==> src/rtl/mc_control_fsm_pkg.sv <==
// Shared encodings for the multi-cycle RV32I controller: opcodes, ALU ops, states, datapath selects.
package mc_control_fsm_pkg;

  localparam int ALUC_W  = 4;
  localparam int STATE_W = 4;

  localparam logic [6:0] OP_LOAD   = 7'b0000011;
  localparam logic [6:0] OP_STORE  = 7'b0100011;
  localparam logic [6:0] OP_R      = 7'b0110011;
  localparam logic [6:0] OP_I      = 7'b0010011;
  localparam logic [6:0] OP_BRANCH = 7'b1100011;
  localparam logic [6:0] OP_JAL    = 7'b1101111;
  localparam logic [6:0] OP_JALR   = 7'b1100111;
  localparam logic [6:0] OP_LUI    = 7'b0110111;
  localparam logic [6:0] OP_AUIPC  = 7'b0010111;

  localparam logic [ALUC_W-1:0] ALU_ADD  = 4'b0000;
  localparam logic [ALUC_W-1:0] ALU_SUB  = 4'b0001;
  localparam logic [ALUC_W-1:0] ALU_AND  = 4'b0010;
  localparam logic [ALUC_W-1:0] ALU_OR   = 4'b0011;
  localparam logic [ALUC_W-1:0] ALU_SRA  = 4'b0100;
  localparam logic [ALUC_W-1:0] ALU_SLT  = 4'b0101;
  localparam logic [ALUC_W-1:0] ALU_SRL  = 4'b0110;
  localparam logic [ALUC_W-1:0] ALU_SLL  = 4'b0111;
  localparam logic [ALUC_W-1:0] ALU_SLTU = 4'b1000;
  localparam logic [ALUC_W-1:0] ALU_XOR  = 4'b1001;

  typedef enum logic [STATE_W-1:0] {
    S_FETCH, S_DECODE, S_MEMADR, S_MEMREAD, S_MEMWB, S_MEMWRITE,
    S_EXECR, S_EXECI, S_ALUWB, S_BRANCH, S_JAL, S_JALR, S_JALR2,
    S_LUI, S_AUIPC, S_ILLEGAL
  } state_t;

  // Which funct3 interpretation the ALU decoder applies in the current state.
  typedef enum logic [1:0] {
    ALUCLS_ADD, ALUCLS_R, ALUCLS_I, ALUCLS_BR
  } alu_cls_t;

  localparam logic [1:0] RES_ALUREG  = 2'd0;
  localparam logic [1:0] RES_MEMDATA = 2'd1;
  localparam logic [1:0] RES_ALUOUT  = 2'd2;

  localparam logic [1:0] SRCA_PC    = 2'd0;
  localparam logic [1:0] SRCA_OLDPC = 2'd1;
  localparam logic [1:0] SRCA_RS1   = 2'd2;
  localparam logic [1:0] SRCA_ZERO  = 2'd3;

  localparam logic [1:0] SRCB_RS2  = 2'd0;
  localparam logic [1:0] SRCB_IMM  = 2'd1;
  localparam logic [1:0] SRCB_FOUR = 2'd2;

  localparam logic [2:0] IMM_I = 3'd0;
  localparam logic [2:0] IMM_S = 3'd1;
  localparam logic [2:0] IMM_B = 3'd2;
  localparam logic [2:0] IMM_J = 3'd3;
  localparam logic [2:0] IMM_U = 3'd4;

endpackage

==> src/rtl/mc_alu_decoder.sv <==
// ALU op decode from funct3/funct7b5 per state class, plus branch-taken resolution from zero.
// Latency: purely combinational.
// Backpressure: none; follows its inputs every cycle.
module mc_alu_decoder
  import mc_control_fsm_pkg::*;
(
  input  alu_cls_t          cls,
  input  logic [2:0]        funct3,
  input  logic              funct7b5,
  input  logic              zero,
  output logic [ALUC_W-1:0] aluc,
  output logic              taken
);

  always_comb begin
    aluc  = ALU_ADD;
    taken = 1'b0;
    case (cls)
      ALUCLS_R, ALUCLS_I: begin
        case (funct3)
          3'b000:  aluc = (cls == ALUCLS_R && funct7b5) ? ALU_SUB : ALU_ADD;
          3'b001:  aluc = ALU_SLL;
          3'b010:  aluc = ALU_SLT;
          3'b011:  aluc = ALU_SLTU;
          3'b100:  aluc = ALU_XOR;
          3'b101:  aluc = funct7b5 ? ALU_SRA : ALU_SRL;
          3'b110:  aluc = ALU_OR;
          default: aluc = ALU_AND;
        endcase
      end
      ALUCLS_BR: begin
        // Less-than compares produce 1 when true, so zero==0 means the relation held.
        case (funct3)
          3'b000:  begin aluc = ALU_SUB;  taken = zero;  end
          3'b001:  begin aluc = ALU_SUB;  taken = ~zero; end
          3'b100:  begin aluc = ALU_SLT;  taken = ~zero; end
          3'b101:  begin aluc = ALU_SLT;  taken = zero;  end
          3'b110:  begin aluc = ALU_SLTU; taken = ~zero; end
          3'b111:  begin aluc = ALU_SLTU; taken = zero;  end
          default: begin aluc = ALU_SUB;  taken = 1'b0;  end
        endcase
      end
      default: aluc = ALU_ADD;
    endcase
  end

endmodule

==> src/rtl/mc_control_fsm.sv <==
// Multi-cycle RV32I main controller; MC_ILLEGAL_TRAP_EN makes the ILLEGAL state a terminal trap.
// Latency: one state per clock; FETCH/MEMREAD/MEMWRITE stall until mem_ready.
// Backpressure: memory stalls hold state; all other states advance unconditionally.
module mc_control_fsm
  import mc_control_fsm_pkg::*;
(
  input  logic              clk,
  input  logic              rst,
  input  logic [6:0]        opcode,
  input  logic [2:0]        funct3,
  input  logic              funct7b5,
  input  logic              zero,
  input  logic              mem_ready,
  output logic              pc_write,
  output logic              adr_src,
  output logic              mem_write,
  output logic              ir_write,
  output logic              reg_write,
  output logic [1:0]        result_src,
  output logic [1:0]        alu_src_a,
  output logic [1:0]        alu_src_b,
  output logic [2:0]        imm_src,
  output logic [ALUC_W-1:0] aluc,
  output logic              illegal
);

  state_t   state, state_nxt;
  alu_cls_t cls;
  logic     taken;

  mc_alu_decoder u_alu_dec (
    .cls      (cls),
    .funct3   (funct3),
    .funct7b5 (funct7b5),
    .zero     (zero),
    .aluc     (aluc),
    .taken    (taken)
  );

  always_ff @(posedge clk or posedge rst) begin
    if (rst) state <= S_FETCH;
    else     state <= state_nxt;
  end

  always_comb begin
    state_nxt  = state;
    pc_write   = 1'b0;
    adr_src    = 1'b0;
    mem_write  = 1'b0;
    ir_write   = 1'b0;
    reg_write  = 1'b0;
    result_src = RES_ALUOUT;
    alu_src_a  = SRCA_PC;
    alu_src_b  = SRCB_FOUR;
    imm_src    = IMM_I;
    cls        = ALUCLS_ADD;
    illegal    = 1'b0;
    case (state)
      S_FETCH: begin
        ir_write = mem_ready;
        pc_write = mem_ready;
        if (mem_ready) state_nxt = S_DECODE;
      end
      S_DECODE: begin
        alu_src_a = SRCA_OLDPC;
        alu_src_b = SRCB_IMM;
        // JAL target is formed here so it sits in the ALU result reg for the JAL state.
        imm_src   = (opcode == OP_JAL) ? IMM_J : IMM_B;
        case (opcode)
          OP_LOAD, OP_STORE: state_nxt = S_MEMADR;
          OP_R:              state_nxt = S_EXECR;
          OP_I:              state_nxt = S_EXECI;
          OP_BRANCH:         state_nxt = S_BRANCH;
          OP_JAL:            state_nxt = S_JAL;
          OP_JALR:           state_nxt = S_JALR;
          OP_LUI:            state_nxt = S_LUI;
          OP_AUIPC:          state_nxt = S_AUIPC;
          default:           state_nxt = S_ILLEGAL;
        endcase
      end
      S_MEMADR: begin
        alu_src_a = SRCA_RS1;
        alu_src_b = SRCB_IMM;
        imm_src   = (opcode == OP_STORE) ? IMM_S : IMM_I;
        state_nxt = (opcode == OP_STORE) ? S_MEMWRITE : S_MEMREAD;
      end
      S_MEMREAD: begin
        adr_src = 1'b1;
        if (mem_ready) state_nxt = S_MEMWB;
      end
      S_MEMWB: begin
        result_src = RES_MEMDATA;
        reg_write  = 1'b1;
        state_nxt  = S_FETCH;
      end
      S_MEMWRITE: begin
        adr_src   = 1'b1;
        mem_write = 1'b1;
        if (mem_ready) state_nxt = S_FETCH;
      end
      S_EXECR: begin
        alu_src_a = SRCA_RS1;
        alu_src_b = SRCB_RS2;
        cls       = ALUCLS_R;
        state_nxt = S_ALUWB;
      end
      S_EXECI: begin
        alu_src_a = SRCA_RS1;
        alu_src_b = SRCB_IMM;
        cls       = ALUCLS_I;
        state_nxt = S_ALUWB;
      end
      S_ALUWB: begin
        result_src = RES_ALUREG;
        reg_write  = 1'b1;
        state_nxt  = S_FETCH;
      end
      S_BRANCH: begin
        alu_src_a  = SRCA_RS1;
        alu_src_b  = SRCB_RS2;
        result_src = RES_ALUREG;
        cls        = ALUCLS_BR;
        pc_write   = taken;
        state_nxt  = S_FETCH;
      end
      S_JAL: begin
        alu_src_a = SRCA_OLDPC;
        reg_write = 1'b1;
        pc_write  = 1'b1;
        state_nxt = S_FETCH;
      end
      S_JALR: begin
        alu_src_a = SRCA_RS1;
        alu_src_b = SRCB_IMM;
        state_nxt = S_JALR2;
      end
      S_JALR2: begin
        alu_src_a  = SRCA_OLDPC;
        result_src = RES_ALUREG;
        pc_write   = 1'b1;
        reg_write  = 1'b1;
        state_nxt  = S_FETCH;
      end
      S_LUI: begin
        alu_src_a = SRCA_ZERO;
        alu_src_b = SRCB_IMM;
        imm_src   = IMM_U;
        state_nxt = S_ALUWB;
      end
      S_AUIPC: begin
        alu_src_a = SRCA_OLDPC;
        alu_src_b = SRCB_IMM;
        imm_src   = IMM_U;
        state_nxt = S_ALUWB;
      end
      default: begin
`ifdef MC_ILLEGAL_TRAP_EN
        illegal   = 1'b1;
        state_nxt = S_ILLEGAL;
`else
        state_nxt = S_FETCH;
`endif
      end
    endcase
  end

endmodule
==> config.mk <==
export PLATFORM = sky130hd
export DESIGN_NAME = mc_control_fsm
export DESIGN_NICKNAME = d
export VERILOG_FILES = /design/src/rtl/mc_control_fsm_pkg.sv /design/src/rtl/mc_alu_decoder.sv /design/src/rtl/mc_control_fsm.sv
export SDC_FILE = /design/constraint.sdc
export NUM_CORES = 1
export LEC_CHECK = 0
export CAP_MARGIN = 25
export CORE_MARGIN = 4
export CORE_UTILIZATION = 40
export DETAILED_ROUTE_END_ITERATION = 10
export GPL_TIMING_DRIVEN = 0
export PLACE_DENSITY = 0.79
export SYNTH_ARGS = -nofsm -noshare
export SYNTH_HDL_FRONTEND = slang
export SYNTH_SLANG_ARGS = --single-unit
==> constraint.sdc <==
create_clock -name clk -period 1.98 [get_ports clk]
set_clock_uncertainty 0.05 [all_clocks]
set_input_delay 0.396 -clock clk [delete_from_list [all_inputs] [get_ports clk]]
set_output_delay 0.396 -clock clk [all_outputs]
set_load 0.05 [all_outputs]
Word-level counts from Yosys, hierarchy flattened
Cells that the tools add are included.

operators by class
  equality and inequality tests = 36
  multiplexer cells = 25
  bitwise gates (word level) = 1
  reduce and logical (&&, ||, !) cells = 20

operators with widths
  operator                                                               count
  4-bit one-hot mux with 7 select lines                                  2
  4-bit one-hot mux with 8 select lines                                  1
  4-bit equality test, second input constant                             7
  7-bit by 6-bit equality test with 1-bit output, second input constant  3
  7-bit equality test, second input constant                             3
  4-bit by 3-bit equality test with 1-bit output, second input constant  4
  4-bit one-hot mux with 2 select lines                                  2
  2-bit OR reduction                                                     8
  7-bit by 5-bit equality test with 1-bit output, second input constant  2
  3-bit equality test, second input constant                             4
  4-bit 2-to-1 mux                                                       3
  2-bit one-hot mux with 3 select lines                                  2
  4-bit OR reduction                                                     3
  3-bit one-hot mux with 3 select lines                                  1
  3-bit OR reduction                                                     3
  4-bit by 2-bit equality test with 1-bit output, second input constant  2
  1-bit 2-to-1 mux                                                       8
  2-bit one-hot mux with 2 select lines                                  2
  7-bit by 2-bit equality test with 1-bit output, second input constant  1
  3-bit by 2-bit equality test with 1-bit output, second input constant  2
  2-bit inequality test, second input constant                           3
  6-bit OR reduction                                                     1
  5-bit OR reduction                                                     1
  2-bit equality test, second input constant                             2
  12 further kinds                                                       12

storage, ports and cells
  register bits after elaboration = 4
  bits of input ports = 15
  word-level logic and storage cells = 83

Logic depth before layout (Yosys ltp)
Gate-level depths: netlist of run 1.

  word-level depth = 7
  mapped depth = 9
  depth with buffers taken out = 8

Hierarchy
A second synthesis of run 1 with hierarchy kept.

unflattened totals
  cells, all modules = 129
  area, all modules = 884.6 um2

modules (own cells, without submodules)
  module          instances  cells an instance  area an instance (um2)  sequential area each (um2)
  mc_control_fsm  1          100                676.9                   100.1
  mc_alu_decoder  1          29                 207.7                   0.0

Least setup slack after synthesis of run 1
No wires, ideal clock.

  kind = register to output
  start = register state[3]
  end = output aluc[1]
  data arrival time = 2,499 ps
  required time = 1,534 ps
  slack = -965 ps
  stages on the path, launching flop included = 7
  buffers on the path = 1
  path through = dfrtp_1 -> buf_2 -> nor2b_1 -> mux2_2 -> nand2_1 -> ha_1 -> a211oi_1

on the way
  cells in the longest elaborated chain, start to end = 5

ends and longest elaborated chain
  element                                                                                line                  source
  start, declared                                                                        mc_control_fsm.sv:27  state_t state, state_nxt;
  start signal, assigned                                                                 mc_control_fsm.sv:42  else state <= state_nxt;
  4-bit equality test or 4-bit by 3-bit equality test with 1-bit output (tied branches)  mc_control_fsm.sv:58  case (state)
  2-bit one-hot mux with 3 select lines (*)                                              mc_control_fsm.sv:58
  2-bit equality test or 2-bit by 1-bit equality test with 1-bit output (tied branches)  mc_alu_decoder.sv:18  case (cls)
  2-bit OR reduction                                                                     mc_alu_decoder.sv:18
  4-bit one-hot mux with 2 select lines (*)                                              mc_alu_decoder.sv:18
  end, declared                                                                          mc_control_fsm.sv:23  output logic [ALUC_W-1:0] aluc,

Every way passes the cells marked *; elsewhere a longest branch is shown, timed or not.

Final worst setup path of run 1
  start = register state[3]
  end = output aluc[0]

on the way
  cells in the longest elaborated chain, start to end = 7

ends and longest elaborated chain
  element                                                                                line                                        source
  4-bit equality test or 4-bit by 3-bit equality test with 1-bit output (tied branches)  mc_control_fsm.sv:58
  2-bit one-hot mux with 3 select lines (*)                                              mc_control_fsm.sv:58
  2-bit by 1-bit equality test with 1-bit output                                         mc_alu_decoder.sv:18, mc_alu_decoder.sv:21
  1-bit logical AND                                                                      mc_alu_decoder.sv:21                        3'b000: aluc = (cls == ALUCLS_R && funct7b5) ? ALU_SUB : ALU_ADD;
  1-bit 2-to-1 mux                                                                       mc_alu_decoder.sv:21
  4-bit one-hot mux with 7 select lines                                                  mc_alu_decoder.sv:20                        case (funct3)
  4-bit one-hot mux with 2 select lines (*)                                              mc_alu_decoder.sv:18

Marks and branches as above.

==> flow_summary.ini, run 1 <==
[outcome]
status = complete, but fails checks
violations = negative setup slack

[clock_tree]
ctsLongestPathBuffers = 2
cts_tree = built
cts_buffers = 3
cts_num_sinks = 4
cts.hold.buffers_added = 0
htreeDepth = 1
insertion_delay_ns = 0.25
root_buffer = clkbuf_4
clk_pin_slew_ns = 0.04

[grt]
gr-total-overflow = 0
grt_pass1_wl_um = 4780
grt_usage_pct = 18.5
grt_max_degree = 11
antenna_found_initial = 0
grt_pass1_vias = 1103

[setup_path]
cp_top_family = flip-flops
required_ns = 1.53
worst_path_max_delay_cell = dfrtp_1
cp_slowest_stage_delay_ns = 0.40
critPathCaptureType = output pin
startpoint_type = flip-flop
cp_max_fo = 5
critical_path_class = flip-flop to output pin
cp_cell_sequence = buf_6, nor2b_4, mux2_4, nand2_4, ha_4, a211oi_2, a21oi_2, nor2_4, buf_8
critPathArrivalTime_ns = 2.01
path_buf_inv = 2

[sta]
hold_viol = 0
finalWorstSetupSlack_ns = -0.475
slew_violations = 0
rsz0062_at_grt = yes
period_needed_ns = 2.46
fmax_mhz = 407
period_share_pct = 124
setup_viol = 8

[detailed_routing]
vias_per_cell = 5.72
wl_per_cell_um = 15.3
drt_wl_total_um = 3170
drtPass1Iterations = 4
via_count = 1189
drc = 0
first_iter_violations = 50
ant_nets = 0

[logic_synthesis]
yosys_register_bits = 4
synth_top_area_cell = dfrtp_1
ys.flop_type = dfrtp_1
syn_inst = 138
yosys_warnings = 0
ys_seq_area_share_pct = 10.9
async_flop_share_pct = 100
syn_area_um2 = 918
synth_edf_count = 0
synthTopCellsByArea = dfrtp_1 11%, nand2_1 6.9%, nor2_1 6.5%
synth_nets = 156
avgSynthCellArea_um2 = 6.65
synth_top_area_share_pct = 10.9
ys_types = 43

[power]
ir_drop_mv = 1.06
total_power_mw = 2.69
p_leak_nw = 0.684
power.density_mw_per_mm2 = 1620

[run]
maxCapViolations = 0

[min_path]
hp-class = primary input to asynchronous set/reset pin

[floorplanning]
fp.dieW_um = 55.9
dieArea_mm2 = 0.00313
die_h_um = 55.9
rows = 17
initial_core_util_pct = 41.9
core_area_mm2 = 0.00219
num_io_pins = 34

[placed_design]
numPortBuffers = 28
dp_hpwl_um = 2000
place_congestion = 0.832
pre_cts_ws_ns = -1.05

[layout]
largest-register = state
layout-drive-gt1-share_pct = 47.8
utilization_pct = 76.0
largestRegisters = state: 4 flops
largest_reg_flops = 4
diodes = 0
area_growth_pct = 81.2
final_nets = 200
## per-stage QoR
stage	instance area [µm²]	hold slack, ns	instances	TNS, ns
global route	1660	0.304	208	-3.04
floorplan	1030	0.112	138	-1.27
finish	1660	0.275	208	-2.24
CTS	1550	0.286	205	-3.41
detailed placement	1350	0.538	194	-10.76
global placement	1350	0.530	194	-10.59
## cell usage after synthesis, types with 3 or more instances
library cell	count
dfrtp_1	4
o22ai_1	3
inv_1	6
nor3b_1	5
nor3_1	4
clkbuf_8	3
ha_1	3
o21ai_0	6
nor2_1	16
a21oi_1	11
nand2b_1	4
clkbuf_1	6
nand2_1	17
nor2b_1	7
a31oi_1	3
nand3_1	5
## cells by family after synthesis
family	Yosys count	share of synthesized area, %
AO/OA/AOI/OAI	38	27.8
XOR/XNOR	1	0.954
adder cells (fa/ha/maj)	3	4.09
buffers and inverters	19	13.2
flip-flops	4	10.9
multiplexers	3	3.41
other	1	0.408
AND/OR/NAND/NOR	69	39.2
## where the power goes
part           internal, mW  total [mW]  switching [mW]
registers             0.123       0.169          0.0465
logic                  1.02        2.42            1.40
clock network        0.0681       0.107          0.0385
## final timing paths
path                       startpoint  endpoint  slack [ns]  depth (start not counted)
max reg2reg                  state[1]  state[1]        0.31                          6
min reg2reg                  state[2]  state[3]        0.66                          2
min                               rst  state[3]        0.28                          2
min in group clk            opcode[2]  state[0]        0.49                          4
max in group asynchronous         rst  state[2]        1.43                          2
max                          state[3]   aluc[0]       -0.48                          9
## layout by cell type, fill, tap and decap left out, types with 3 or more instances in the layout
master and instances:
a21oi_2 3, buf_8 3, nand2b_1 4, ha_4 3
o21ai_0 5, nor2_1 10, buf_6 21, a21oi_1 7
clkbuf_4 3, clkdlybuf4s50_1 6, buf_4 10, inv_1 5
nor2_4 4, nor2b_1 3, dlymetal6s2s_1 3, nand2_1 14
clkbuf_1 3, nor3b_1 3, nor2_2 3, nand3_1 3
## layer usage
layer / global-route usage (%) / vias to the layer above / share of wire [%]
li1: - / 571 / -
met1: 19.6 / 560 / 37
met2: 36.5 / 50 / 56
met3: 2.09 / 8 / 5.6
met4: 7.46 / 0 / 1.7
met5: 0 / - / 0
## worst reg2reg max path: stages, from the launching register on
cell       delay, ns
dfrtp_2         0.44
buf_8           0.14
buf_6           0.12
clkbuf_16       0.15
buf_6           0.13
a2111oi_2       0.33
o22ai_1         0.17
## layout make-up
type | instances | area (µm²)
clock buffer | 3 | 22.5
multi-input combinational | 115 | 938
fill | 171 | 527
timing repair buffer | 39 | 415
buffer | 13 | 128
tap | 28 | 35.0
inverter | 6 | 22.5
sequential | 4 | 103
## timing repair
action,in CTS,in global routing
gates resized for setup,133,49
setup endpoints to repair,18,18
pin swaps,7,8
setup buffers,8,3
No activity file was read; power rests on OpenSTA's default activity.
==> run 2, diff against run 1 <==
--- a/config.mk
+++ b/config.mk
@@ -11,6 +11,7 @@
 export DETAILED_ROUTE_END_ITERATION = 10
 export GPL_TIMING_DRIVEN = 0
 export PLACE_DENSITY = 0.79
+export SETUP_SLACK_MARGIN = 0.05
 export SYNTH_ARGS = -nofsm -noshare
 export SYNTH_HDL_FRONTEND = slang
 export SYNTH_SLANG_ARGS = --single-unit
==> run 2 against run 1 <==
  * The run still ends with negative setup slack left
  * Sequential share of layout area is 0.48 points lower
  * Utilization rose by 5.4 points
  * Combinational power rose by 12%
  * Worst setup slack improved by 0.047 ns
  * Die area unchanged
  * First-iteration DRC count grew 22%
  * Clock-buffer cell count stayed put
  * Fmax is 1.9% higher
  * Wire length grew 18%
  * Critical endpoint is now aluc[3]
  * Largest cell class unchanged
==> flow_summary.ini, run 2 (same netlist as run 1, synthesis figures left out) <==
[clock_tree]
insertion_delay_ns = 0.25
htreeDepth = 1
cts_tree = built
ctsLongestPathBuffers = 2
cts.hold.buffers_added = 0
cts_buffers = 3
clk_pin_slew_ns = 0.04
cts_num_sinks = 4
root_buffer = clkbuf_4

[detailed_routing]
met2_wirelength_um = 1890
drtPass1Iterations = 4
ant_nets = 0
met3_length_um = 252
drt_wl_total_um = 3750
wl_per_cell_um = 17.1
vias_per_cell = 5.98
drc = 0
met1_length_um = 1510
highest_layer = met4
first_iter_violations = 61
via_count = 1309

[layout]
layout_common_cells = 26 x buf_6, 17 x buf_4, 13 x nand2_1, 8 x nor2_1, 8 x clkdlybuf4s50_1
final_nets = 211
largest-register = state
largest_reg_flops = 4
layout_commonest_cell = buf_6
largestRegisters = state: 4 flops
diodes = 0
area_growth_pct = 94.1
num-fill-cells = 136
multi_input_area_um2 = 980
layout-drive-gt1-share_pct = 51.3
final-seq-area_um2 = 101

[sta]
rsz0062_at_grt = yes
period_share_pct = 122
hold_viol = 0
setup_viol = 14
slew_violations = 0
fmax_mhz = 415
finalWorstSetupSlack_ns = -0.429
period_needed_ns = 2.41
worstMarginPinSlew_ns = 0.509
maxSlewHeadroom_pct = 66.0

[setup_path]
crit_start = state[3]
timing.critical_path.mode_cell = buf_6
critPathCaptureType = output pin
cp_cell_sequence = buf_6, nor2b_4, mux2_4, nand2_4, ha_4, a21oi_4, a31oi_4, nor2_4, buf_6
critPathArrivalTime_ns = 1.96
worst_path_max_delay_cell = dfrtp_1
cp_max_fo = 4
required_ns = 1.53
critical_path_class = flip-flop to output pin
startpoint_type = flip-flop
cp_slowest_stage_delay_ns = 0.39
cp_top_family = flip-flops
timing.rr.start = state[1]
path_buf_inv = 2

[power]
ir_drop_mv = 1.10
power.density_mw_per_mm2 = 1670
total_power_mw = 2.97
p_leak_nw = 0.723

[grt]
grt_usage_pct = 18.6
grt_pass1_vias = 1069
gr-total-overflow = 0
grt_pass1_wl_um = 4760
antenna_found_initial = 0
grt_max_degree = 11

[run]
maxCapViolations = 0

[placed_design]
dp_hpwl_um = 2030
pre_cts_ws_ns = -1.02
place_congestion = 0.883
numPortBuffers = 28

[min_path]
hp-class = primary input to asynchronous set/reset pin

[floorplanning]
initial_core_util_pct = 41.9
num_io_pins = 34
rows = 17
fp.dieW_um = 55.9
die_h_um = 55.9
core_area_mm2 = 0.00219
dieArea_mm2 = 0.00313

[outcome]
status = complete, but fails checks
violations = negative setup slack
## run 2: worst paths after layout
kind | end | cells after the start | slack [ns]
max in group asynchronous | state[2] | 2 | 1.46
min | state[1] | 2 | 0.27
min reg2reg | state[3] | 2 | 0.69
min in group clk | state[0] | 4 | 0.52
max | aluc[3] | 9 | -0.43
max reg2reg | state[2] | 5 | 0.27
## run 2: stage by stage
step	utilization [%]	area (µm²)	setup TNS, ns	instances	hold WS, ns
floorplan	-	1100	-0.874	138	0.112
global placement	64.6	1420	-10.62	194	0.526
detailed placement	64.6	1420	-11.14	194	0.532
CTS	72.1	1580	-4.01	209	0.282
global route	81.4	1780	-3.71	219	0.292
finish	81.4	1780	-3.12	219	0.271
## run 2: area by class of cell
cell class	count	share of cell area (%)
sequential	4	5.68
timing repair buffer	50	28.1
multi-input combinational	115	54.9
clock buffer	3	1.26
inverter	6	1.26
buffer	13	6.74
tap	28	1.96
## run 2: repair_timing
item	in CTS	in global routing
endpoints found under the setup margin	18	18
gates resized for setup	104	74
pin swaps	11	11
gates cloned	0	0
setup buffers	12	10
## run 2: power breakdown
| group | total [mW] | switching, mW | internal [mW] |
|---|---|---|---|
| clock | 0.105 | 0.0374 | 0.0680 |
| combinational | 2.70 | 1.55 | 1.16 |
| sequential | 0.163 | 0.0418 | 0.121 |
| total | 2.97 | 1.63 | 1.34 |
## run 2: per-layer routing
| metal | vias to the layer above | GRT usage [%] |
|---|---|---|
| li1 | 593 | - |
| met1 | 634 | 25.0 |
| met3 | 9 | 1.62 |
| met2 | 73 | 29.7 |
| met5 | - | 0 |
| met4 | 0 | 9.15 |
==> run 3, diff against run 2 <==
--- a/config.mk
+++ b/config.mk
@@ -11,6 +11,7 @@
 export DETAILED_ROUTE_END_ITERATION = 10
 export GPL_TIMING_DRIVEN = 0
 export PLACE_DENSITY = 0.79
+export RECOVER_POWER = 100
 export SETUP_SLACK_MARGIN = 0.05
 export SYNTH_ARGS = -nofsm -noshare
 export SYNTH_HDL_FRONTEND = slang
==> run 3 against run 2 <==
  * The flow still finishes with violations (negative setup slack)
  * Utilization unchanged
  * Sequential cell count unchanged
  * Non-clock buffer count is the same
  * Critical path type unchanged
  * Critical endpoint unchanged
  * Largest cell class unchanged
  * Largest power group unchanged
  * Highest routed layer unchanged
==> flow_summary.ini, run 3 (same netlist as run 1, synthesis figures left out) <==
[setup_path]
reg2reg_slack_ns = 0.27
reg2reg_depth = 5
critical_path_class = flip-flop to output pin
cp_max_fo = 4
critPathArrivalTime_ns = 1.96
r2r_end = state[2]
cp_slowest_stage_delay_ns = 0.39
timing.rr.start = state[1]
required_ns = 1.53
worst_path_max_delay_cell = dfrtp_1
timing.critical_path.mode_cell = buf_6
startpoint_type = flip-flop
cp_cell_sequence = buf_6, nor2b_4, mux2_4, nand2_4, ha_4, a21oi_4, a31oi_4, nor2_4, buf_6
critPathCaptureType = output pin

[min_path]
hp-class = primary input to asynchronous set/reset pin

[outcome]
status = complete, but fails checks
violations = negative setup slack

[clock_tree]
root_buffer = clkbuf_4
cts_num_sinks = 4
cts_buffers = 3
clk_pin_slew_ns = 0.04
htreeDepth = 1
insertion_delay_ns = 0.25
ctsLongestPathBuffers = 2
cts_tree = built
cts.hold.buffers_added = 0

[detailed_routing]
met1_length_um = 1510
vias_per_cell = 5.98
drc = 0
ant_nets = 0
met3_length_um = 252
met2_wirelength_um = 1890
via_count = 1309
wl_per_cell_um = 17.1
drtPass1Iterations = 4
drt_wl_total_um = 3740
highest_layer = met4
first_iter_violations = 61

[grt]
antenna_found_initial = 0
gr-total-overflow = 0
grt_usage_pct = 18.6
grt_pass1_wl_um = 4760
grt_pass1_vias = 1069
grt_max_degree = 11

[layout]
area_growth_pct = 94.1
layout_commonest_cell = buf_6
layout-drive-gt1-share_pct = 51.3
largest_reg_flops = 4
largest-register = state
layout_common_cells = 26 x buf_6, 17 x buf_4, 13 x nand2_1, 8 x nor2_1
final_nets = 211
layoutNonFillerInstCount = 219
largestRegisters = state: 4 flops
diodes = 0

[sta]
hold_viol = 0
setup_viol = 14
worstMarginPinSlew_ns = 0.510
slew_violations = 0
maxSlewHeadroom_pct = 65.9
fmax_mhz = 415
period_share_pct = 122
period_needed_ns = 2.41
finalWorstSetupSlack_ns = -0.428
rsz0062_at_grt = yes

[power]
ir_drop_mv = 1.10
p_leak_nw = 0.724
total_power_mw = 2.97
power.density_mw_per_mm2 = 1670

[floorplanning]
fp.dieW_um = 55.9
dieArea_mm2 = 0.00313
core_area_mm2 = 0.00219
die_h_um = 55.9
initial_core_util_pct = 41.9
rows = 17
num_io_pins = 34

[placed_design]
place_congestion = 0.883
dp_hpwl_um = 2030
placedCellCount = 194
numPortBuffers = 28

[run]
maxCapViolations = 0
==> run 3: how the worst max path moves through the flow <==
stage | from | end | slack, ns | depth (start not counted)
after global placement | state[1] | aluc[1] | -0.98 | 6
after global routing | state[3] | aluc[3] | -0.47 | 9
final | state[3] | aluc[3] | -0.43 | 9
after detailed placement | state[1] | aluc[1] | -1.02 | 6
after floorplan | state[1] | aluc[1] | -0.32 | 5
after CTS | state[3] | aluc[0] | -0.44 | 10
==> run 3: report_power, final <==
part / switching [mW] / total, mW / internal, mW
registers: 0.0418 / 0.163 / 0.121
logic: 1.55 / 2.70 / 1.16
clock network: 0.0374 / 0.105 / 0.0680
total: 1.63 / 2.97 / 1.34
==> run 3: final cells by class <==
cell class	instances	area, µm²
tap	28	35.0
sequential	4	101
buffer	13	120
inverter	6	22.5
clock buffer	3	22.5
multi-input combinational	115	980
timing repair buffer	50	502
fill	136	408
==> run 3: per-layer routing <==
layer  vias up  GRT usage [%]
li1        593              -
met1       634           25.0
met2        73           29.7
met3         9           1.62
met4         0           9.15
met5         -              0
==> run 3: critical path: cells and delay by family (launching register included) <==
family / cells / cell delay, ns
DFF: 1 / 0.39
and+or+nand+nor: 3 / 0.34
buffers and inverters: 2 / 0.29
muxes: 1 / 0.28
adders and majority gates: 1 / 0.23
AOI/OAI and AO/OA: 2 / 0.20
==> run 3: per-stage QoR <==
step                      hold WS, ns  worst slack (ns)  setup TNS, ns  utilization [%]  instance area (µm²)
final                           0.409            -0.428          -3.12             81.4                 1780
after global routing            0.428            -0.474          -3.71             81.4                 1780
after CTS                       0.282            -0.444          -4.01             72.1                 1580
after detailed placement        0.532             -1.02         -11.14             64.6                 1420
after global placement          0.526            -0.983         -10.62             64.6                 1420
after floorplan                 0.112            -0.315         -0.874                -                 1100
==> run 3: timing repair <==
item,4_1_cts,5_1_grt
setup endpoints to repair,18,18
setup buffers,12,10
resized for setup,104,74
pin swaps,11,11
